===== src/rtl/mvm_pkg.sv =====
// -----------------------------------------------------------------------------
// mvm_pkg
// Shared definitions for the matrix-vector multiplier and its result drain:
//   drain_state_e : drain FSM state encoding (IDLE / DRAIN / HOLD)
//   mvm_res_w     : width of one dot product on the serial result chain,
//                   2*DW for the product plus $clog2(N) bits of accumulation growth
// -----------------------------------------------------------------------------
package mvm_pkg;

    typedef enum logic [1:0] {
        IDLE  = 2'd0,
        DRAIN = 2'd1,
        HOLD  = 2'd2
    } drain_state_e;

    function automatic int mvm_res_w(input int n, input int dw);
        return (32'sd2 * dw) + $clog2(n);
    endfunction

endpackage


===== src/rtl/mvm_result_drain_if.sv =====
// -----------------------------------------------------------------------------
// mvm_result_drain_if
// Bundles the drain's chain-side and vector-side signals.
//   comp_done  : multiplier -> drain, 1-cycle "dot products final" pulse
//   result_in  : multiplier chain head, RW bits
//   shift_en   : drain -> multiplier, chain shift command
//   out_vec    : N elements of OW bits, element i at [i*OW +: OW]
//   out_valid  : out_vec holds a complete vector
//   out_ready  : downstream accepts on out_valid && out_ready
//   busy       : drain is in DRAIN or HOLD
//   overrun    : sticky, a comp_done was dropped
// modport master : the drain itself
// modport slave  : the multiplier/downstream environment
// -----------------------------------------------------------------------------
interface mvm_result_drain_if #(
    parameter int N  = 3,
    parameter int DW = 8,
    parameter int OW = 32'sd2 * DW
);
    import mvm_pkg::*;

    localparam int RW = mvm_res_w(N, DW);

    logic              comp_done;
    logic [RW-1:0]     result_in;
    logic              shift_en;
    logic [N*OW-1:0]   out_vec;
    logic              out_valid;
    logic              out_ready;
    logic              busy;
    logic              overrun;

    modport master (
        input  comp_done, result_in, out_ready,
        output shift_en, out_vec, out_valid, busy, overrun
    );

    modport slave (
        output comp_done, result_in, out_ready,
        input  shift_en, out_vec, out_valid, busy, overrun
    );

endinterface


===== src/rtl/mvm_sat_trunc.sv =====
// -----------------------------------------------------------------------------
// mvm_sat_trunc
// Narrows one unsigned chain element from RW to OW bits.
//   din  : RW-bit unsigned element from the chain
//   dout : OW-bit element for the output vector
// Build option MVM_DRAIN_SAT_EN: when defined, any set bit above OW-1 clamps the
// element to all-ones; when undefined, the high bits are dropped. With OW == RW
// the element passes through unchanged in both builds.
// -----------------------------------------------------------------------------
module mvm_sat_trunc #(
    parameter int RW = 18,
    parameter int OW = 16
) (
    input  logic [RW-1:0] din,
    output logic [OW-1:0] dout
);

    generate
        if (OW < RW) begin : g_narrow
`ifdef MVM_DRAIN_SAT_EN
            // Unsigned clamp: any overflow bit forces the maximum OW-bit value.
            always_comb begin
                if (|din[RW-1:OW]) begin
                    dout = {OW{1'b1}};
                end else begin
                    dout = din[OW-1:0];
                end
            end
`else
            // High bits are intentionally discarded in the truncating build.
            logic unused_hi_s;
            assign unused_hi_s = ^din[RW-1:OW];

            // Plain truncation to the low OW bits.
            always_comb begin
                dout = din[OW-1:0];
            end
`endif
        end else begin : g_pass
            // Element already fits: pass straight through.
            always_comb begin
                dout = din;
            end
        end
    endgenerate

endmodule


===== src/rtl/mvm_result_drain.sv =====
// -----------------------------------------------------------------------------
// mvm_result_drain
// Unloads the multiplier's serial result chain after a compute-done pulse,
// deserialises the N dot products into a vector buffer and offers the vector
// on a valid/ready port.
// Ports:
//   clk  : clock, all state on posedge
//   rst  : asynchronous active-low reset; abandons any partial vector
//   bus  : mvm_result_drain_if.master (comp_done, result_in, shift_en,
//          out_vec, out_valid, out_ready, busy, overrun)
// Build option MVM_DRAIN_SAT_EN selects saturation instead of truncation when
// narrowing elements (see mvm_sat_trunc).
// shift_en is a combinational decode of the registered count so the chain
// shifts in the same cycle the current head element is captured.
// -----------------------------------------------------------------------------
module mvm_result_drain
    import mvm_pkg::*;
#(
    parameter int N  = 3,
    parameter int DW = 8,
    parameter int OW = 32'sd2 * DW
) (
    input  logic               clk,
    input  logic               rst,
    mvm_result_drain_if.master bus
);

    localparam int            RW   = mvm_res_w(N, DW);
    localparam int            CW   = $clog2(N) + 1;
    localparam logic [CW-1:0] LAST = CW'(N - 32'sd1);

    drain_state_e    state_q, state_d;
    logic [CW-1:0]   cnt_q, cnt_d;
    logic [OW-1:0]   buf_q [N];
    logic [OW-1:0]   buf_d [N];
    logic            out_valid_q, out_valid_d;
    logic            busy_q, busy_d;
    logic            overrun_q, overrun_d;
    logic [OW-1:0]   elem_s;
    logic            shift_en_s;
    logic [N*OW-1:0] out_vec_s;

    mvm_sat_trunc #(
        .RW (RW),
        .OW (OW)
    ) u_sat_trunc (
        .din  (bus.result_in),
        .dout (elem_s)
    );

    // Next-state, capture and chain-shift decode.
    always_comb begin
        state_d    = state_q;
        cnt_d      = cnt_q;
        overrun_d  = overrun_q;
        shift_en_s = 1'b0;
        for (int i = 0; i < N; i++) begin
            buf_d[i] = buf_q[i];
        end

        case (state_q)
            IDLE: begin
                if (bus.comp_done) begin
                    state_d = DRAIN;
                    cnt_d   = '0;
                end else begin
                    state_d = IDLE;
                end
            end

            DRAIN: begin
                // The last element is already at the chain head: no further shift.
                shift_en_s = (cnt_q != LAST);
                for (int i = 0; i < N; i++) begin
                    if (cnt_q == CW'(i)) begin
                        buf_d[i] = elem_s;
                    end else begin
                        buf_d[i] = buf_q[i];
                    end
                end
                cnt_d = cnt_q + CW'(1'b1);
                if (bus.comp_done) begin
                    overrun_d = 1'b1;
                end else begin
                    overrun_d = overrun_q;
                end
                if (cnt_q == LAST) begin
                    state_d = HOLD;
                end else begin
                    state_d = DRAIN;
                end
            end

            HOLD: begin
                if (bus.out_ready) begin
                    // Accepting the vector frees the buffer, so a coincident
                    // comp_done starts the next drain without a bubble.
                    if (bus.comp_done) begin
                        state_d = DRAIN;
                        cnt_d   = '0;
                    end else begin
                        state_d = IDLE;
                    end
                end else begin
                    state_d = HOLD;
                    if (bus.comp_done) begin
                        overrun_d = 1'b1;
                    end else begin
                        overrun_d = overrun_q;
                    end
                end
            end

            default: begin
                state_d = IDLE;
                cnt_d   = '0;
            end
        endcase

        out_valid_d = (state_d == HOLD);
        busy_d      = (state_d != IDLE);
    end

    // State, counter, buffer and status registers.
    always_ff @(posedge clk or negedge rst) begin
        if (!rst) begin
            state_q     <= IDLE;
            cnt_q       <= '0;
            out_valid_q <= 1'b0;
            busy_q      <= 1'b0;
            overrun_q   <= 1'b0;
            for (int i = 0; i < N; i++) begin
                buf_q[i] <= '0;
            end
        end else begin
            state_q     <= state_d;
            cnt_q       <= cnt_d;
            out_valid_q <= out_valid_d;
            busy_q      <= busy_d;
            overrun_q   <= overrun_d;
            for (int i = 0; i < N; i++) begin
                buf_q[i] <= buf_d[i];
            end
        end
    end

    // Flatten the buffer into the output vector, element i at [i*OW +: OW].
    always_comb begin
        out_vec_s = '0;
        for (int i = 0; i < N; i++) begin
            out_vec_s[i*OW +: OW] = buf_q[i];
        end
    end

    assign bus.shift_en  = shift_en_s;
    assign bus.out_vec   = out_vec_s;
    assign bus.out_valid = out_valid_q;
    assign bus.busy      = busy_q;
    assign bus.overrun   = overrun_q;

endmodule

===== src/flat_wrapper.sv =====
// flat-port wrapper written by rule: the top's interface ports become plain ports
module mvm_result_drain_flat import mvm_pkg::*;
#(
    parameter int N  = 3,
    parameter int DW = 8,
    parameter int OW = 32'sd2 * DW
)
  (clk, rst, bus_comp_done, bus_result_in, bus_out_ready, bus_shift_en, bus_out_vec, bus_out_valid, bus_busy, bus_overrun);
  mvm_result_drain_if #(.N(N), .DW(DW), .OW(OW)) bus_i ();
  input  logic clk;
  input  logic rst;
  input wire logic [$bits(bus_i.comp_done)-1:0] bus_comp_done;
  input wire logic [$bits(bus_i.result_in)-1:0] bus_result_in;
  input wire logic [$bits(bus_i.out_ready)-1:0] bus_out_ready;
  output wire logic [$bits(bus_i.shift_en)-1:0] bus_shift_en;
  output wire logic [$bits(bus_i.out_vec)-1:0] bus_out_vec;
  output wire logic [$bits(bus_i.out_valid)-1:0] bus_out_valid;
  output wire logic [$bits(bus_i.busy)-1:0] bus_busy;
  output wire logic [$bits(bus_i.overrun)-1:0] bus_overrun;
  assign bus_i.comp_done = bus_comp_done;
  assign bus_i.result_in = bus_result_in;
  assign bus_i.out_ready = bus_out_ready;
  assign bus_shift_en = bus_i.shift_en;
  assign bus_out_vec = bus_i.out_vec;
  assign bus_out_valid = bus_i.out_valid;
  assign bus_busy = bus_i.busy;
  assign bus_overrun = bus_i.overrun;
  mvm_result_drain #(.N(N), .DW(DW), .OW(OW)) u_core (.clk(clk), .rst(rst), .bus(bus_i));
endmodule

===== config.mk =====
export PLATFORM = sky130hd
export DESIGN_NAME = mvm_result_drain_flat
export DESIGN_NICKNAME = d
export VERILOG_FILES = /design/src/rtl/mvm_pkg.sv /design/src/rtl/mvm_result_drain_if.sv /design/src/rtl/mvm_sat_trunc.sv /design/src/rtl/mvm_result_drain.sv /design/src/flat_wrapper.sv
export SDC_FILE = /design/constraint.sdc
export NUM_CORES = 1
export LEC_CHECK = 0
export CAP_MARGIN = 0
export CELL_PAD_IN_SITES_DETAIL_PLACEMENT = 1
export CELL_PAD_IN_SITES_GLOBAL_PLACEMENT = 2
export CORE_UTILIZATION = 34
export DETAILED_ROUTE_END_ITERATION = 12
export PLACE_DENSITY = 0.93
export SETUP_SLACK_MARGIN = 0.02
export SLEW_MARGIN = 30
export SYNTH_ARGS = -nofsm -noshare
export SYNTH_HDL_FRONTEND = slang
export SYNTH_SLANG_ARGS = --single-unit

===== constraint.sdc =====
create_clock -name clk -period 3.1 [get_ports clk]
set_clock_uncertainty 0.05 [all_clocks]
set_input_delay 0.62 -clock clk [delete_from_list [all_inputs] [get_ports clk]]
set_output_delay 0.62 -clock clk [all_outputs]
set_load 0.02 [all_outputs]

==> flow_metrics.tcl, run 1 <==
set metrics [dict create \
    dieHeight_um 85 \
    rr_worst_depth 4 \
    via_per_inst 4.82 \
    path_class "reg -> out" \
    fin_crit_ns 2.65 \
    yosys.area.top_type_share_pct 59.8 \
    holdBufCountCts 0 \
    vdd_drop_max_uv 510 \
    hp-class "in -> async" \
    grt_pass1_wl_um 8320 \
    die-area_sq_mm 0.00723 \
    timing.slew.headroom_pct 60.4 \
    netlist_area_sq_mm 0.00234 \
    grt_pass1_vias 1582 \
    routed_wl_um 4910 \
    start_kind "flip-flop" \
    maxSlewViolCount 0 \
    drt_iter0_drc 37 \
    swShare_pct 35.9 \
    syn_avg_cell_area_sq_um 16.7 \
    hold_viol_final 0 \
    nets 242 \
    clkSlewWorstSetupHoldPaths_ns 0.10 \
    drive_above_1_share_pct 30.0 \
    worstPathMaxFanout 5 \
    grt_max_degree 45 \
    post-synth-top-count-cell "dfrtp_1" \
    power_frac_comb_pct 54.6 \
    rrSetupSlack_ns 1.00 \
    power.switching_mw 1.44 \
    vias 1418 \
    synth_commonest_cells "dfrtp_1, mux2_2, mux2_4" \
    ioPinCount 74 \
    clkPwrFrac_pct 12.0 \
    syn_inst 140 \
    worst_slew_pin_slew_ns 0.593 \
    synth_top_area_cell "dfrtp_1" \
    max_freq_mhz 378 \
    async_reset_ff_share_pct 100 \
    timing.rr.end "u_core.bus.out_vec[33]" \
    rsz0062_at_grt "false" \
    synthTopCellsByArea "dfrtp_1, mux2_2, mux2_4" \
    clk_path_buf_depth 2 \
    port_buffers 71 \
    wl_per_cell_um 16.7 \
    cts_made_buffers 5 \
    area_growth_pct 37.8 \
    seqPwrFrac_pct 33.4 \
    power_density_mw_per_mm2 1250 \
    n_fill_cell 640 \
    fin_cells 294 \
    fp.dieW_um 85 \
    post_cts_resized 0 \
    tns_ns 0 \
    synth-seq-cells 56 \
    end_kind "output pin" \
    start_util_pct 36.1 \
    coreArea_sq_mm 0.00649 \
    yosys_warnings 0 \
    htreeDepth 2 \
    drv_cap 0 \
    hpwlAfterDp_um 3580 \
    p_leak_nw 1.36 \
    grt.total_usage_pct 14.9 \
    antenna_left 0 \
    ys_types 23 \
    fin_crit_sh_pct 85.4 \
    fp-row-count 29 \
    syn-num-nets 166 \
    drcViolationCount 0 \
    postCtsSetupBuffers 0 \
    ys_seq_area_share_pct 59.8 \
    cts_tree "built" \
    clockRootBuffer "clkbuf_8" \
    diodes 0 \
    fin_total_pwr_mw 4.03 \
    required_ns 2.43 \
    first_pass_iters 4 \
    gp_congestion 0.671 \
    grt-ovfl-total 0 \
    p_int_mw 2.58 \
    insertion_delay_ns 0.31 \
    reg2reg_from "u_core.state_q[0]" \
    antenna_found_initial 0 \
    place_inst 286 \
    clock-sinks 56 \
    outcome "finished, final reports clean" \
    synth_edf_count 0 \
    cp.arrival_ns 1.98 \
    setup_viol 0 \
    synth-main-ff-cell "dfrtp_1" \
]
[worst max path at each step]
stage,depth (start not counted),slack (ns),start,end
after detailed placement,5,0.82,u_core.cnt_q[0],bus_shift_en
after floorplan,4,1.36,u_core.cnt_q[0],bus_shift_en
after CTS,5,0.44,u_core.cnt_q[0],bus_shift_en
final,5,0.45,u_core.cnt_q[0],bus_shift_en
after global routing,5,0.36,u_core.cnt_q[0],bus_shift_en
after global placement,5,0.84,u_core.cnt_q[0],bus_shift_en
[layer usage]
metal,part of all wire [%],track usage (%),vias to the layer above
li1,-,-,638
met1,43,18.9,733
met2,51,25.2,41
met3,4.7,3.31,6
met4,1.1,5.08,0
met5,0,0,-
[final cells by class]
type	count	area, sq um	area share (%)
Clock buffer	6	72.6	2.25
Inverter	4	15.0	0.465
Sequential cell	56	1400	43.4
Timing Repair Buffer	76	758	23.5
Tap cell	77	96.3	2.98
Multi-Input combinational cell	73	846	26.2
Clock inverter	2	38.8	1.20
[critical path, stage by stage (launching register included)]
cell             delay [ns]
dfrtp_1                0.43
inv_1                  0.09
ha_1                   0.21
nor2b_1                0.15
nor2_1                 0.15
clkdlybuf4s50_1        0.63
[placed cells by master, fill, tap and decap left out, drive strengths merged]
master / instances
nand2: 1
nand2b: 3
bufinv: 1
clkdlybuf4s50: 70
o32ai: 2
ha: 4
and2: 1
xnor2: 1
mux2: 48
nor2: 1
nor2b: 2
buf: 6
o21bai: 2
clkbuf: 6
o22ai: 2
dfrtp: 56
nor3b: 3
o21ai: 2
a21o: 1
inv: 5
[per-stage QoR]
step                      utilization (%)  worst slack [ns]  area [sq um]  hold slack (ns)
after global routing                 49.7             0.356          3230            0.271
after CTS                            49.7             0.438          3230            0.426
after floorplan                         -              1.36          2340            0.274
after detailed placement             47.9             0.818          3110            0.398
final                                49.7             0.452          3230            0.234
after global placement               47.9             0.839          3110            0.393
[logic make-up after synthesis]
logic type / share of synthesized area [%]
buffers and inverters: 4.33
XOR/XNOR: 0.374
flip-flops: 59.8
adder cells (fa/ha/maj): 2.14
multiplexers: 26.3
AO/OA/AOI/OAI: 2.67
AND/OR/NAND/NOR: 4.38
[registers in the layout (all words and copies together) (netlist names)]
register	cells
u_core.bus.out_vec	48
u_core.cnt_q	3
u_core.state_q	2
u_core.bus.busy	1
u_core.bus.out_valid	1
u_core.bus.overrun	1
[power by group through the flow]
| stage | logic (mW) | registers (mW) | clock network (mW) |
|---|---|---|---|
| 4_1_cts | 2.23 | 1.35 | 0.505 |
| 3_5_place_dp | 2.22 | 1.37 | 0 |
| 6_report | 2.20 | 1.34 | 0.482 |
| 2_1_floorplan | 0.983 | 1.71 | 0 |
| 3_3_place_gp | 2.18 | 1.34 | 0 |
| 5_1_grt | 2.33 | 1.40 | 0.529 |
Note: power is estimated with default switching activity, not from simulation.
==> run 2: changes to the inputs <==
Settings changed: CORE_UTILIZATION 34 to 30, PLACE_DENSITY 0.93 to 0.81.
==> run 2 against run 1 <==
Against the previous run: power is 3.1% lower; highest routed layer unchanged; sequential power is essentially flat; die area grew 13%; largest power group unchanged; count of clock-buffer cells in the layout up 1; non-clock buffer count shrank 1.
==> flow_metrics.tcl, run 2 (synthesized netlist as in run 1, its figures left out) <==
set metrics [dict create \
    outcome "finished, final reports clean" \
    vias 1401 \
    grt.total_usage_pct 13.0 \
    grt_pass1_wl_um 8420 \
    start_util_pct 31.6 \
    cp.arrival_ns 1.95 \
    cts_tree "built" \
    clk_path_buf_depth 2 \
    insertion_delay_ns 0.30 \
    grtUsageMet3_pct 3.45 \
    htreeDepth 2 \
    ioPinCount 74 \
    die-area_sq_mm 0.00816 \
    fp.dieW_um 90.4 \
    layout_common_cells "clkdlybuf4s50_1, dfrtp_1, mux2_2" \
    drive_above_1_share_pct 29.2 \
    power_density_mw_per_mm2 1210 \
    drv_cap 0 \
    grt_pass1_vias 1572 \
    fp-row-count 31 \
    post_cts_resized 0 \
    clock-sinks 56 \
    wl_per_cell_um 15.5 \
    cts_made_buffers 5 \
    area_growth_pct 37.4 \
    drt_iter0_drc 25 \
    required_ns 2.43 \
    busiest_layer "met2" \
    placed_area_sq_mm 0.00313 \
    fin_area_sq_mm 0.00322 \
    postCtsSetupBuffers 0 \
    fin_crit_ns 2.62 \
    final_common_cell "clkdlybuf4s50_1" \
    timing.slew.headroom_pct 54.4 \
    hpwlAfterDp_um 3590 \
    place_inst 307 \
    diodes 0 \
    use_met2_pct 22.0 \
    maxSlewViolCount 0 \
    gp_congestion 0.701 \
    antenna_found_initial 0 \
    path_class "reg -> out" \
    nets 241 \
    hold_viol_final 0 \
    first_pass_iters 3 \
    vdd_drop_max_uv 391 \
    largest_reg_flops 48 \
    dieHeight_um 90.4 \
    clockRootBuffer "clkbuf_8" \
    globalRouteMet1Util_pct 16.4 \
    setup_viol 0 \
    worstPathMaxFanout 5 \
    coreArea_sq_mm 0.00741 \
    max_freq_mhz 381 \
    n_fill_cell 757 \
    fin_total_pwr_mw 3.90 \
    hp-class "in -> async" \
    fin_cells 315 \
    rsz0062_at_grt "false" \
    grt-ovfl-total 0 \
    start_kind "flip-flop" \
    worst_slew_pin_slew_ns 0.684 \
    grt_max_degree 30 \
    p_leak_nw 1.34 \
    via_per_inst 4.45 \
    end_kind "output pin" \
    port_buffers 71 \
    fin_crit_sh_pct 84.6 \
    drcViolationCount 0 \
    tns_ns 0 \
    routed_wl_um 4880 \
    holdBufCountCts 0 \
    antenna_left 0 \
    clkSlewWorstSetupHoldPaths_ns 0.10 \
]
-- run 2: changes by cell type in the layout (fill, tap and decap cells not counted), sizes merged --
cell	previous run	this run
buf	6	5
inv	5	4
clkbuf	6	7
clkinv	0	1
bufinv	1	0
-- run 2: worst max-delay path, cell delays in order, from the launching register on --
cell             delay [ns]
dfrtp_1                0.43
inv_1                  0.09
ha_1                   0.22
nor2b_1                0.15
nor2_1                 0.14
clkdlybuf4s50_1        0.63
-- run 2: metrics by stage --
step	hold slack (ns)	util [%]	worst slack, ns
3_3_place_gp	0.396	42.3	0.832
2_1_floorplan	0.274	-	1.36
3_5_place_dp	0.401	42.3	0.809
5_1_grt	0.344	43.5	0.334
6_report	0.294	43.5	0.476
4_1_cts	0.307	43.5	0.443
-- run 2: path summary, 6_finish.rpt --
path / start / to / slack (ns) / cells past startpoint
worst max-delay path: u_core.cnt_q[0] / bus_shift_en / 0.48 / 5
worst min-delay path: rst / u_core.bus.out_vec[35] / 0.29 / 1
worst max register to register: u_core.state_q[0] / u_core.bus.out_vec[31] / 0.95 / 4
worst min register to register: u_core.bus.overrun / u_core.bus.overrun / 0.43 / 1
max in group asynchronous: rst / u_core.bus.out_valid / 2.10 / 2
min in group clk: u_core.bus.overrun / u_core.bus.overrun / 0.43 / 1
-- run 2: per-layer routing --
| layer | wire, um | share of wire (%) | up-vias |
|---|---|---|---|
| li1 | - | - | 636 |
| met1 | 2130 | 44 | 709 |
| met2 | 2450 | 50 | 48 |
| met3 | 244 | 5.0 | 8 |
| met4 | 54 | 1.1 | 0 |
| met5 | 0 | 0 | - |
-- run 2: final cells by class --
cell class | count | area (sq um) | share of cell area (%)
clock buffers | 7 | 76.3 | 2.37
clock inverters | 1 | 8.76 | 0.272
inverters | 4 | 15.0 | 0.466
multi-input cells | 73 | 846 | 26.3
flip-flops and latches | 56 | 1400 | 43.5
well taps | 99 | 124 | 3.85
repair buffers | 75 | 748 | 23.2
-- run 2: power by group --
| part | internal (mW) | switching (mW) |
|---|---|---|
| registers | 1.10 | 0.234 |
| logic | 1.21 | 0.966 |
| clock network | 0.162 | 0.223 |
==> run 3: changes to the inputs <==
Clock period 3.1 ns to 2.5 ns, I/O delays scaled along.
==> run 3 against run 2 <==
Against the previous run: flip-flop and latch count did not move; cell area rose by 1.4%; non-clock buffer count rose by 3; sequential share of layout area fell by 0.58 points; clock power rose by 51%; worst hold slack got worse by 0.16 ns; via count rose by 0.86%; core utilization rose by 0.59 points; cell count rose by 0.95%; setup slack got worse by 0.22 ns; sequential power rose by 24%; power rose by 27%.
==> flow_metrics.tcl, run 3 (synthesized netlist as in run 1, its figures left out) <==
set metrics [dict create \
    vdd_drop_max_uv 577 \
    fin_crit_sh_pct 89.9 \
    nets 244 \
    max_freq_mhz 445 \
    path_buf_inv 2 \
    fin_crit_ns 2.25 \
    wl_met2_um 2380 \
    drt_iter0_drc 27 \
    cp_top_family "buffers and inverters" \
    drcViolationCount 0 \
    grt_pass1_vias 1538 \
    wl_met1_um 2230 \
    ioPinCount 74 \
    grt_max_degree 33 \
    insertion_delay_ns 0.30 \
    maxSlewViolCount 0 \
    fin_total_pwr_mw 4.95 \
    tns_ns 0 \
    die-area_sq_mm 0.00816 \
    htreeDepth 2 \
    coreArea_sq_mm 0.00741 \
    fin_area_sq_mm 0.00326 \
    reg2reg_from "u_core.state_q[0]" \
    grt_pass1_wl_um 8300 \
    hpwlAfterDp_um 3570 \
    vias 1413 \
    grt.total_usage_pct 13.0 \
    clock-sinks 56 \
    final_common_cell "clkdlybuf4s50_1" \
    highest_layer "met4" \
    start_util_pct 31.6 \
    hold_viol_final 0 \
    clk_path_buf_depth 2 \
    drive_above_1_share_pct 30.6 \
    layout_common_cells "clkdlybuf4s50_1, dfrtp_1, mux2_2" \
    rsz0062_at_grt "false" \
    clockRootBuffer "clkbuf_8" \
    port_buffers 71 \
    cts_tree "built" \
    wl_met3_um 232 \
    worstPathMaxFanout 5 \
    path_cells "inv_1 > ha_1 > nor2b_1 > nor2_1 > dlygate4sd2_1" \
    routed_wl_um 4880 \
    grt-ovfl-total 0 \
    antenna_left 0 \
    setup_viol 0 \
    start_kind "flip-flop" \
    p_leak_nw 1.37 \
    path_class "reg -> out" \
    place_inst 310 \
    largest_reg_flops 48 \
    hp-class "in -> async" \
    diodes 0 \
    crit_path_top_delay_cell "dfrtp_1" \
    timing.slew.headroom_pct 60.9 \
    end_kind "output pin" \
    power_density_mw_per_mm2 1520 \
    clkSlewWorstSetupHoldPaths_ns 0.10 \
    post-route-util_pct 44.0 \
    fin_cells 318 \
    dp_slack_ns 0.310 \
    fin_hold_ws_ns 0.132 \
    drv_cap 0 \
    via_per_inst 4.44 \
    required_ns 1.95 \
    fp.dieW_um 90.4 \
    outcome "finished, final reports clean" \
    first_pass_iters 2 \
    dieHeight_um 90.4 \
    worst_slew_pin_slew_ns 0.587 \
    antenna_found_initial 0 \
    timing.rr.end "u_core.bus.out_vec[9]" \
    cts_made_buffers 5 \
    fp-row-count 31 \
    rrSetupSlack_ns 0.66 \
    cpPeakStageDelay_ns 0.43 \
    area_growth_pct 39.3 \
    cp.arrival_ns 1.70 \
    rr_worst_depth 4 \
    wl_per_cell_um 15.3 \
    finalWorstSetupSlack_ns 0.252 \
    gp_congestion 0.703 \
    placed_area_sq_mm 0.00316 \
]
[run 3: cell count changes in the layout (fill, tap and decap cells not counted), sizes merged]
cell,previous run,this run
buf,5,8
bufinv,0,1
clkbuf,7,6
clkdlybuf4s50,70,69
dlygate4sd2,0,1
[run 3: how the worst max path moves through the flow]
stage                     depth (start not counted)            to            start
after floorplan                                   4  bus_shift_en  u_core.cnt_q[0]
after global placement                            5  bus_shift_en  u_core.cnt_q[0]
after detailed placement                          5  bus_shift_en  u_core.cnt_q[0]
after CTS                                         5  bus_shift_en  u_core.cnt_q[0]
after global routing                              5  bus_shift_en  u_core.cnt_q[0]
final                                             5  bus_shift_en  u_core.cnt_q[0]
[run 3: cell type report]
type,instances,area [sq um]
repair buffers,78,769
well taps,99,124
fillers,738,4150
multi-input cells,73,846
inverters,4,15.0
clock buffers,6,72.6
flip-flops and latches,56,1400
clock inverters,2,35.0
[run 3: per-layer routing]
metal	global-route usage, %	up-vias
met1	16.8	723
li1	-	638
met3	3.03	5
met2	21.9	47
met4	3.63	0
met5	0	-
[run 3: repair_timing]
item	4_1_cts	5_1_grt
setup buffers	0	0
setup endpoints to repair	1	0
hold buffers	0	0
gates resized for setup	1	0
[run 3: power breakdown]
part | switching [mW] | internal [mW] | leakage [nW]
clock | 0.282 | 0.298 | 0.0552
combinational | 1.19 | 1.52 | 0.662
sequential | 0.288 | 1.37 | 0.656
